### src/rtl/bias_loader.sv
// Bias-weight writer: gathers streamed bias words into a shadow vector
// and commits the whole vector to the bias memory with one low strobe.
module bias_loader #(
    parameter int NUM_FEATURES = 3,
    parameter int DATA_WIDTH   = 8
) (
    input  logic                         clk,
    input  logic                         rst,
    input  logic                         start,
    input  logic                         abort,
    input  logic                         in_valid,
    output logic                         in_ready,
    input  logic signed [DATA_WIDTH-1:0] in_data,
    input  logic                         in_last,
    output logic signed [DATA_WIDTH-1:0] bias_weights_input [NUM_FEATURES+1],
    output logic                         bias_WrEn,
    output logic                         busy,
    output logic                         done,
    output logic                         len_err
);

    localparam int CW = (NUM_FEATURES > 0) ? $clog2(NUM_FEATURES + 1) : 1;
    localparam logic [CW-1:0] LAST = CW'(NUM_FEATURES);

    typedef enum logic [1:0] {
        IDLE,
        LOAD,
        COMMIT,
        DONE
    } state_t;

    state_t          state;
    logic [CW-1:0]   count;

    // The output vector is the shadow register itself, so it is visible
    // during LOAD; the memory only samples it while bias_WrEn is low.
    always_ff @(posedge clk or negedge rst) begin
        if (!rst) begin
            state     <= IDLE;
            count     <= '0;
            in_ready  <= 1'b0;
            bias_WrEn <= 1'b1;
            busy      <= 1'b0;
            done      <= 1'b0;
            len_err   <= 1'b0;
            for (int i = 0; i <= NUM_FEATURES; i++) begin
                bias_weights_input[i] <= '0;
            end
        end else begin
            done <= 1'b0;
            unique case (state)
                IDLE: begin
                    if (start) begin
                        state    <= LOAD;
                        count    <= '0;
                        len_err  <= 1'b0;
                        in_ready <= 1'b1;
                        busy     <= 1'b1;
                    end
                end
                LOAD: begin
                    // abort wins over a same-cycle handshake: the word is dropped
                    if (abort) begin
                        state    <= IDLE;
                        in_ready <= 1'b0;
                        busy     <= 1'b0;
                    end else if (in_valid) begin
                        bias_weights_input[count] <= in_data;
                        count <= count + 1'b1;
                        if (count == LAST && in_last) begin
                            state     <= COMMIT;
                            in_ready  <= 1'b0;
                            bias_WrEn <= 1'b0;
                        end else if (count == LAST || in_last) begin
                            state    <= IDLE;
                            in_ready <= 1'b0;
                            busy     <= 1'b0;
                            len_err  <= 1'b1;
                        end
                    end
                end
                COMMIT: begin
                    state     <= DONE;
                    bias_WrEn <= 1'b1;
                    done      <= 1'b1;
                end
                DONE: begin
                    state <= IDLE;
                    busy  <= 1'b0;
                end
                default: begin
                    state <= IDLE;
                end
            endcase
        end
    end

endmodule

### config.mk
export PLATFORM = sky130hd
export DESIGN_NAME = bias_loader
export DESIGN_NICKNAME = d
export VERILOG_FILES = /design/src/rtl/bias_loader.sv
export SDC_FILE = /design/constraint.sdc
export NUM_CORES = 1
export LEC_CHECK = 0
export CORE_ASPECT_RATIO = 0.75
export CORE_MARGIN = 2
export CORE_UTILIZATION = 23
export DETAILED_ROUTE_END_ITERATION = 16
export HOLD_SLACK_MARGIN = 0.03
export PLACE_DENSITY = 0.41
export SYNTH_ARGS = -nofsm -noshare
export SYNTH_HDL_FRONTEND = slang
export SYNTH_SLANG_ARGS = --single-unit
### constraint.sdc
create_clock -name clk -period 4.9 [get_ports clk]
set_clock_uncertainty 0.15 [all_clocks]
set_input_delay 1.47 -clock clk [delete_from_list [all_inputs] [get_ports clk]]
set_output_delay 1.47 -clock clk [all_outputs]
set_load 0.03 [all_outputs]
==> impl_metrics.json <==
{
  "hold_violations": 0,
  "cp-startpoint": "bias_WrEn",
  "ios": 51,
  "antenna_found_initial": 0,
  "fillerInstances": 737,
  "die-area_sq_um": 8130,
  "ys.flop_type": "dfrtp_1",
  "tns_ns": 0,
  "cts-root-buf": "clkbuf_8",
  "layout-area-overhead-vs-synth_pct": 42.4,
  "seq_area_frac_synth_pct": 60.2,
  "drc": 0,
  "critPathMaxFanout": 3,
  "clk_pin_slew_ns": 0.08,
  "status": "complete, no violations",
  "drtIter0Drc": 68,
  "r2r_slack_ns": 3.07,
  "synth_fa_ha_area_share_pct": 2.93,
  "crit_path_cell_trace": "clkdlybuf4s50_1",
  "totalWireLength_microns": 4060,
  "grt.overflow.total": 0,
  "cts_inserted_buffers": 5,
  "multi_input_area_sq_um": 646,
  "grt_max_degree": 42,
  "fin_crit_ns": 3.11,
  "place_congestion": 0.806,
  "worstMarginPinSlew_ns": 0.928,
  "ir_worst_vdd_uv": 176,
  "path_class": "flip-flop to primary output",
  "drive_gt1_share_pct": 28.2,
  "synthArstFlopShare_pct": 100,
  "synth-edff-count": 0,
  "reg2reg_depth": 3,
  "path_delay_family": "buffers and inverters",
  "synth_top_family_by_area": "multiplexers",
  "cts.sinks": 41,
  "synth.area.mux_share_pct": 21.7,
  "rsz0062_at_grt": "false",
  "dr.pass1.iters": 4,
  "syn_nets": 137,
  "synthSimpleGateAreaFrac_pct": 5.94,
  "ant_nets": 0,
  "wl_per_cell_microns": 14.8,
  "p_per_area_nw_per_um2": 533,
  "slew-limit-headroom_pct": 38.1,
  "reg2reg_from": "state[0]",
  "cp.required_ns": 3.28,
  "setup.worst_path.end": "bias_WrEn",
  "hp-start": "bias_WrEn",
  "cts_hold_buf": 0,
  "dpl_cell_area_sq_um": 2310,
  "crit_path_end_kind": "primary output",
  "place_hpwl_microns": 2830,
  "p_leak_nw": 1.07,
  "synth_warnings": 0,
  "grt_pass1_wl_microns": 6530,
  "grt_pass1_vias": 1240,
  "io_buffers": 50,
  "diodes": 0,
  "cts_setup_buffers": 0,
  "via_count": 1155,
  "fp.dieW_microns": 103,
  "synth_compound_area_share_pct": 6.74,
  "worst_path_largest_cell_delay_ns": 0.66,
  "synth.distinct_cells": 28,
  "reg2reg_to": "bias_weights_input[29]",
  "dieHeight_microns": 78.6,
  "cts_buffer_depth": 2,
  "nNetsFinal": 191,
  "postLayoutCellArea_sq_um": 2430,
  "drv_slew": 0,
  "setup_viol": 0,
  "grt_usage_pct": 10.8,
  "syn_area_sq_um": 1710,
  "crit_path_top_delay_cell": "clkdlybuf4s50_1",
  "rows": 27,
  "maxCapViolCount": 0,
  "cts_resized": 0,
  "core_sq_um": 7260,
  "worstSkewPairLatency_ns": 0.29,
  "cp_num_buf_inv": 1,
  "hold_path_class": "flip-flop to flip-flop",
  "syn_inst": 119,
  "start_util_pct": 23.5,
  "yosys_register_bits": 41,
  "ctsHtreeMaxLevel": 2,
  "synth.avg_cell_area_sq_um": 14.3,
  "via_per_inst": 4.20,
  "regArea_sq_um": 1030,
  "crit_cells": 1,
  "synthXorXnorAreaFrac_pct": 0.513,
  "worst_setup_path_start_kind": "flip-flop",
  "arrival_ns": 1.49,
  "final_util_pct": 33.5,
  "fin_crit_sh_pct": 63.6,
  "max_clock_freq_mhz": 321,
  "tritoncts": "done"
}
flip-flops by register name (all words and copies together) (netlist names), named ones only:
| name | cells |
|---|---|
| bias_weights_input | 32 |
| done | 1 |
| state | 1 |
| busy | 1 |
| count | 2 |
| in_ready | 1 |
| len_err | 1 |
| bias_WrEn | 1 |
kinds of logic after synthesis:
| family | count (synthesis) |
|---|---|
| multiplexers | 33 |
| AND/OR/NAND/NOR | 17 |
| flip-flops | 41 |
| XOR/XNOR | 1 |
| buffers and inverters | 7 |
| adder cells (fa/ha/maj) | 4 |
| AO/OA/AOI/OAI | 16 |
worst min path at each step:
| stage | slack, ns | cells after the start | to |
|---|---|---|---|
| global route | 0.38 | 1 | bias_weights_input[0] |
| floorplan | 0.34 | 1 | done |
| CTS | 0.36 | 2 | bias_WrEn |
| global placement | 0.34 | 1 | bias_weights_input[0] |
| detailed placement | 0.34 | 1 | bias_weights_input[0] |
| finish | 0.35 | 2 | bias_WrEn |
metal layers:
metal	track usage, %	routed length (microns)	vias up
met5	0	0	-
met4	5.13	63	0
met3	2.85	222	7
met2	15.5	1850	33
met1	14.9	1920	586
li1	-	-	529
through the flow:
stage	hold WS (ns)	worst slack [ns]	power [mW]	std cells
global placement	0.337	1.65	1.01	267
finish	0.352	1.79	1.29	275
detailed placement	0.343	1.60	1.02	267
floorplan	0.337	2.33	0.780	119
CTS	0.358	1.76	1.31	275
global route	0.383	1.74	1.36	275
worst min-delay path, cell delays in order (launching register included):
cell and delay, ns:
dfstp_2 0.38, nor2_1 0.08, a21oi_1 0.05
cell type report:
cell class	count	share of cell area [%]
well taps	101	5.20
clock buffers	6	3.40
clock inverters	2	1.54
inverters	4	0.618
multi-input cells	71	26.6
flip-flops and latches	41	42.3
repair buffers	50	20.4
synth_stat cells, types with 2 or more instances:
library cell / number / area [sq um]
a22o_1: 2 / 17.5
buf_4: 2 / 15.0
dfrtp_1: 40 / 1000
ha_1: 4 / 50.1
inv_1: 4 / 15.0
mux2_2: 32 / 360
nand2_1: 2 / 7.51
nand2_2: 4 / 25.0
nor2_1: 4 / 15.0
nor2b_1: 3 / 18.8
o21ai_0: 5 / 25.0
placed cells by master (no fill, tap or decap), types with 2 or more instances in the layout:
master           netlist  layout
clkdlybuf4s50_1        0      49
dfrtp_1               40      40
mux2_2                32      32
clkbuf_8               0       6
o21ai_0                5       5
inv_1                  4       4
nand2_2                4       4
nor2_1                 4       4
ha_1                   4       4
nor2b_1                3       3
a22o_1                 2       2
nand2_1                2       2
where the power goes:
| part | total, mW | internal [mW] | switching, mW |
|---|---|---|---|
| Sequential | 0.493 | 0.434 | 0.0589 |
| Combinational | 0.518 | 0.239 | 0.279 |
| Clock | 0.284 | 0.166 | 0.118 |
Power figures use the tool's default switching activity.
